`src/rtl/cyclic_decoder_systematic.sv`:
```
// Serial single-error-correcting decoder for a systematic cyclic (Hamming) code.
// Codeword bits arrive MSB first; an LFSR divider forms the syndrome, which is
// mapped to the error position through a table built at elaboration. Corrected
// data bits stream out MSB first. The input side and the output side are
// double buffered so a continuous input stream never stalls.
module cyclic_decoder_systematic #(
  parameter int         M        = 4,
  parameter logic [M:0] GEN_POLY = 5'b10011
) (
  input  logic          clk,
  input  logic          reset,
  input  logic          in_valid,
  input  logic          in,
  output logic          in_ready,
  output logic          out_valid,
  output logic          out,
  input  logic          out_ready,
  output logic          out_last,
  output logic          err_flag,
  output logic [M-1:0]  err_pos,
  output logic [15:0]   corr_count
);
  localparam int N = 2**M - 1;
  localparam int K = N - M;

  typedef enum logic {RECV, FULL} state_t;

  // Syndrome -> bit position table: entry x^p mod g holds p.
  function automatic logic [2**M-1:0][M-1:0] build_pos_map();
    logic [2**M-1:0][M-1:0] map;
    logic [M-1:0]           pw;
    map = '0;
    pw  = {{(M-1){1'b0}}, 1'b1};
    for (int p = 0; p < N; p++) begin
      map[pw] = p[M-1:0];
      pw = pw[M-1] ? ({pw[M-2:0], 1'b0} ^ GEN_POLY[M-1:0]) : {pw[M-2:0], 1'b0};
    end
    return map;
  endfunction

  localparam logic [2**M-1:0][M-1:0] POS_MAP = build_pos_map();

  state_t         state;
  logic [M-1:0]   rx_cnt;
  logic [M-1:0]   syn;
  logic [N-1:0]   in_sr;
  logic [K-1:0]   out_sr;
  logic [M-1:0]   out_cnt;

  logic           accept;
  logic           word_done;
  logic           out_free;
  logic           xfer;
  logic [M-1:0]   syn_step;
  logic [N-1:0]   sr_step;
  logic [M-1:0]   src_syn;
  logic [K-1:0]   src_data;
  logic [M-1:0]   src_pos;
  logic           has_err;
  logic [K-1:0]   fixed_data;

  assign in_ready  = (state == RECV);
  assign out       = out_sr[K-1];
  assign out_last  = out_valid && (out_cnt == M'(K-1));

  // Next-state of the divider and input register, and the transfer decision.
  // When the N-th bit lands while the output register is free, the word is
  // transferred on that same edge so the input side never has to stall.
  always_comb begin
    accept    = in_valid && in_ready;
    syn_step  = {syn[M-2:0], in} ^ (syn[M-1] ? GEN_POLY[M-1:0] : '0);
    sr_step   = {in_sr[N-2:0], in};
    word_done = accept && (rx_cnt == M'(N-1));
    out_free  = !out_valid || (out_last && out_ready);
    xfer      = out_free && ((state == FULL) || word_done);
    src_syn   = (state == FULL) ? syn : syn_step;
    src_data  = (state == FULL) ? in_sr[N-1:M] : sr_step[N-1:M];
    src_pos   = POS_MAP[src_syn];
    has_err   = (src_syn != '0);
  end

  // Flip the data bit whose codeword index matches the syndrome position.
  always_comb begin
    fixed_data = '0;
    for (int i = 0; i < K; i++)
      fixed_data[i] = src_data[i] ^ (has_err && (src_pos == M'(i + M)));
  end

  // Input FSM: collect N bits, hold them in FULL until the output side frees.
  always_ff @(posedge clk) begin
    if (reset) begin
      state  <= RECV;
      rx_cnt <= '0;
      syn    <= '0;
      in_sr  <= '0;
    end else begin
      if (accept) begin
        in_sr  <= sr_step;
        syn    <= syn_step;
        rx_cnt <= word_done ? '0 : rx_cnt + 1'b1;
        if (word_done && !xfer) state <= FULL;
      end
      if (xfer) begin
        syn   <= '0;
        state <= RECV;
      end
    end
  end

  // Output side: load corrected word on transfer, then shift out K bits.
  always_ff @(posedge clk) begin
    if (reset) begin
      out_valid  <= 1'b0;
      out_sr     <= '0;
      out_cnt    <= '0;
      err_flag   <= 1'b0;
      err_pos    <= '0;
      corr_count <= '0;
    end else if (xfer) begin
      out_valid <= 1'b1;
      out_sr    <= fixed_data;
      out_cnt   <= '0;
      err_flag  <= has_err;
      err_pos   <= has_err ? src_pos : '0;
      if (has_err && corr_count != 16'hFFFF) corr_count <= corr_count + 16'd1;
    end else if (out_valid && out_ready) begin
      if (out_last) begin
        out_valid <= 1'b0;
      end else begin
        out_sr  <= {out_sr[K-2:0], 1'b0};
        out_cnt <= out_cnt + 1'b1;
      end
    end
  end
endmodule

```
`config.mk`:
```
export PLATFORM = sky130hd
export DESIGN_NAME = cyclic_decoder_systematic
export DESIGN_NICKNAME = d
export VERILOG_FILES = /design/src/rtl/cyclic_decoder_systematic.sv
export SDC_FILE = /design/constraint.sdc
export NUM_CORES = 1
export LEC_CHECK = 0
export CORE_AREA = 2 2 110 69
export CTS_CLUSTER_SIZE = 30
export DETAILED_ROUTE_END_ITERATION = 8
export DIE_AREA = 0 0 112 71
export GPL_TIMING_DRIVEN = 1
export HOLD_SLACK_MARGIN = 0.1
export PLACE_DENSITY = 0.75
export SETUP_SLACK_MARGIN = 0.02
export SLEW_MARGIN = 20
export SYNTH_ARGS = -nofsm -noshare
export SYNTH_HDL_FRONTEND = slang
export SYNTH_SLANG_ARGS = --single-unit
```
`constraint.sdc`:
```
create_clock -name clk -period 3.35 [get_ports clk]
set_clock_uncertainty 0.1 [all_clocks]
set_input_delay 0.67 -clock clk [delete_from_list [all_inputs] [get_ports clk]]
set_output_delay 0.67 -clock clk [all_outputs]
set_load 0.01 [all_outputs]
```
==> results.md, run 1 <==
Run status:
- The flow ran to the end, and the final reports show no timing, DRC or antenna violations.

Pwr:
- Per report_power, the combinational group accounts for under 10% of the total.
- The peak ir drop on the vdd network is about 0.35 mV.
- The clock network burns between 40 and 50% of the power.
- The leakage power of the design is around 1.6 nW.
- Overall power consumption after layout is estimated at 0.001770 W.
- The power density of the placed cells is approximately 410 nW/um^2.
- Of the total power, registers draw 41.8%.
- The net switching power figure is between 0.0004 and 0.0005 W.
- The switching part of the total power is around 25%.
- Cell internal power was estimated by the tool at between 0.001 and 0.0015 W.

Logic synthesis:
- The flip-flop and latch count after synthesis is 61.
- Of the total synthesized cell area, the portion taken by full adders, half adders and majority gates is ~4.6%.
- The total of warnings raised by yosys is 0.
- After Yosys synthesis, XOR and XNOR cells account for between 3 and 4% of the synthesized area.
- The post-synthesis mux area share is between 10% and 20%.
- The synthesized netlist occupies a cell area of roughly 3500 sq um.
- Counting flops with an async set or reset pin after synthesis yields a share of 0%.
- The post-synthesis cell count is about 430.
- The net count of the mapped netlist is between 400 and 500.
- In this run, distinct cell masters in the synthesized netlist total 63.
- The main combinational cell family by area after synthesis is simple AND/OR/NAND/NOR gates.
- The share of the synthesized area in compound gates (AO/OA/AOI/OAI) is between 15 and 20%.
- Counting flops with a built-in enable in the synthesized netlist gives 0.
- In the synthesized netlist the dominant register cell turns out to be dfxtp_1.
- The synthesized area per cell is around 8.3 sq um.
- After synthesis, flip-flops and latches occupy between 30% and 40% of the total area.
- Of the total synthesized cell area, the portion taken by AND, OR, NAND and NOR gates is roughly 25%.

Floorplanning:
- The count of standard-cell rows is 24.
- The initial standard-cell utilization of the core is between 50% and 60%.
- The die covers 7952 sq um.
- The number of ports placed on the die boundary is 30.
- The die outline width is around 110 um.
- After floorplanning, the core was sized to cover 7027 sq um.
- From bottom edge to top edge, the die measures between 70 and 80 um.

Worst setup path:
- Data on the critical path is required at its endpoint by 3470 ps.
- The critical path goes through clkdlybuf4s50_1 -> xor2_1 -> o21ai_2 -> ha_1 -> nor2b_1 -> a221o_1 -> buf_4 -> a311oi_2 -> buf_4 -> nand4_1 -> xor2_1 -> nor2_1.
- Along the worst path, the maximum fanout reaches 6.
- The gate family responsible for the most delay along the worst path is buffers and inverters.
- The type of the worst setup path is in2reg.
- The largest single stage delay on the critical path is ~500 ps.
- The slowest stage of the critical path belongs to the cell clkdlybuf4s50_1.
- STA classifies the critical path endpoint as a register.
- The kind of launch point of the worst setup path is a primary input.
- Data arrives at the worst endpoint at 3340 ps.
- Together, buffers and inverters on the worst path number 3.

Route:
- After detailed routing, the average wire length per cell comes to approximately 16 um.
- The first detailed-routing pass ran for 5 iterations.
- The DRC marker count from the first detailed-route iteration is 280.
- Using the TritonRoute via totals, the vias-per-cell ratio works out to around 5.7.
- For this run, design rule violations remaining after detail routing come to 0.
- The via total after detailed routing is approximately 3200.
- The post-detailed-route count of antenna-violating nets is 0.
- The sum of routed wire length over all layers is between 9000 and 10000 um.

Timing:
- The time the worst path needs with I/O delays and setup is around 3200 ps.
- The total of endpoints with negative setup slack in the final report is 0.
- The number of hold violations in the final report was 0.
- Timing would allow up to roughly 310 MHz.
- The number of pins with negative max-slew slack in the final report was 0.
- The pin slew with the least headroom to its limit is 778.0 ps.
- Setup total negative slack on the finished layout was measured at 0 ps.
- The worst slew margin relative to its limit is roughly 48%.
- After layout, the worst path uses 96.22% of the clock period.

Global routing:
- The initial antenna violation count is 0.
- The wire length of the first global-routing pass is between 10000 and 15000 um.
- The global route total overflow is 0.
- The all-layer global routing usage is roughly a quarter.
- Entering global routing, the biggest net connects 40 pins.
- The number of global-route vias before repair was approximately 2900.

Clocking:
- The CTS buffer count is 9.
- The clock root buffer is clkbuf_16.
- The quantity of hold-fixing buffers added after cts is 0.
- The clock tree from TritonCTS is done.
- In this run the post-CTS setup repair buffer count came out at 0.
- The clock insertion delay at the later pin of the skew report is around 340 ps.
- For this design, the sink count on the clock tree is 61.
- No sink is reached through more buffers than the 2 on the longest clock path.
- The number of H-tree branching levels is 3.
- After clock tree synthesis, the clock-pin slew on the worst setup and hold paths is about 60 ps.

Placement:
- The placed wire-length estimate after detailed placement is around 6400 um.
- The count of buffers inserted at the top-level ports is 29.
- At the end of routability-driven placement, the weighted congestion stood at between 0.8 and 0.9.
- Once placement completed, the tool counted placed cells totaling 554.

Final layout:
- Compared with the post-synthesis result, the final layout area differs by 23.05%.
- For this run, the post-layout net count is between 400 and 500.
- The most common cell after layout, fill and taps aside is nand2_1.
- The number of antenna diodes in the final layout is 0.
- The post-route netlist has 14.82% of its cells at a drive strength greater than 1.
- The count of cells in the finished layout, fillers not included, comes to 570.
- The library cells used most frequently in the layout, excluding fill and tap cells, are nand2_1, dfxtp_1, a21oi_1.

Min path:
- The class of the most critical hold timing path is reg2reg.

Run:
- Max-cap violations in this run came to 0.
timing repair:
| action | in CTS | in global routing |
|---|---|---|
| resized for setup | 1 | 7 |
| setup endpoints to repair | 6 | 11 |
| endpoints found under the hold margin | 0 | 0 |
power groups by stage:
stage / clock (W) / combinational (W) / sequential [W]
floorplan: 0 / 0.000106 / 0.000751
global placement: 0 / 0.000149 / 0.000755
detailed placement: 0 / 0.000153 / 0.000755
CTS: 0.000881 / 0.000155 / 0.000739
global route: 0.000917 / 0.000177 / 0.000740
finish: 0.000868 / 0.000162 / 0.000740
flip-flops by register name, indices dropped and copies added (netlist names):
register    count
out_cnt         4
corr_count     16
err_pos         4
out_valid       1
rx_cnt          4
out_sr         11
state           1
err_flag        1
in_sr          15
syn             4
tightest hold or removal path: cells and delay by family (launching register included):
kind / cells / cell delay (ps)
AOI/OAI and AO/OA: 1 / 50
DFF: 1 / 300
and+or+nand+nor: 1 / 50
cell usage after synthesis, types with 3 or more instances:
library cell	number	area share, %
buf_4	4	0.85
or3_1	3	0.53
nor4b_1	5	1.2
dfxtp_1	61	34
nand2_1	69	7.3
nor3_1	12	1.7
inv_1	10	1.1
nand4b_1	4	0.99
clkbuf_1	16	1.7
o21ai_0	8	1.1
mux2_2	7	2.2
and3_1	8	1.4
xor2_1	13	3.2
nand4_1	6	1.1
a21oi_1	40	5.6
a211oi_1	5	1.1
nand2b_1	5	0.88
mux2i_1	27	7.6
nand3_1	6	0.85
nor2b_1	8	1.4
ha_1	13	4.6
nor2_1	38	4.0
buf_2	6	0.85
o211a_1	7	2.0
logic make-up after synthesis:
group,after synthesis
adder cells (fa/ha/maj),13
flip-flops,61
buffers and inverters,38
AND/OR/NAND/NOR,179
XOR/XNOR,15
AO/OA/AOI/OAI,88
multiplexers,35
layout make-up:
class                      count  area, sq um
clock inverter                 4        32.53
multi-input combinational    330         2183
tap                           91        113.9
fill                         603         2659
inverter                      10        37.54
sequential                    61         1221
clock buffer                  12        246.5
timing repair buffer          62        533.0
per-layer routing:
| metal | vias to the layer above | part of all wire (%) | GRT usage, % |
|---|---|---|---|
| li1 | 1612 | - | - |
| met1 | 1519 | 52 | 37.07 |
| met2 | 100 | 40 | 30.84 |
| met3 | 17 | 6.6 | 7.626 |
| met4 | 0 | 1.8 | 8.672 |
| met5 | - | 0 | 0 |
path summary, 6_finish.rpt:
path	from	end	slack, ps	cells past startpoint
setup / recovery	in	corr_count[5]$_SDFFE_PP0P_	130	12
hold / removal	in_sr[0]$_SDFFE_PP0P_	in_sr[0]$_SDFFE_PP0P_	360	2
setup reg to reg	state$_SDFFE_PP0P_	corr_count[5]$_SDFFE_PP0P_	160	12
hold reg to reg	in_sr[0]$_SDFFE_PP0P_	in_sr[0]$_SDFFE_PP0P_	360	2
through the flow:
stage	hold slack, ps	setup WS, ps	utilization (%)	instance area [sq um]
after floorplan	332.1	102.7	-	3550
after global placement	343.2	-285.0	57.91	4069
after detailed placement	351.7	-468.4	57.91	4069
after CTS	359.1	74.20	61.88	4348
after global routing	391.7	-8.408	62.16	4368
final	358.1	126.7	62.16	4368
Note: power is estimated with default switching activity, not from simulation.
==> inputs of run 2 (changes only) <==
CTS_CLUSTER_DIAMETER = 80   (was not set)
==> results of run 2 <==
No change in the layout: final DEF, timing and power equal those of run 1.
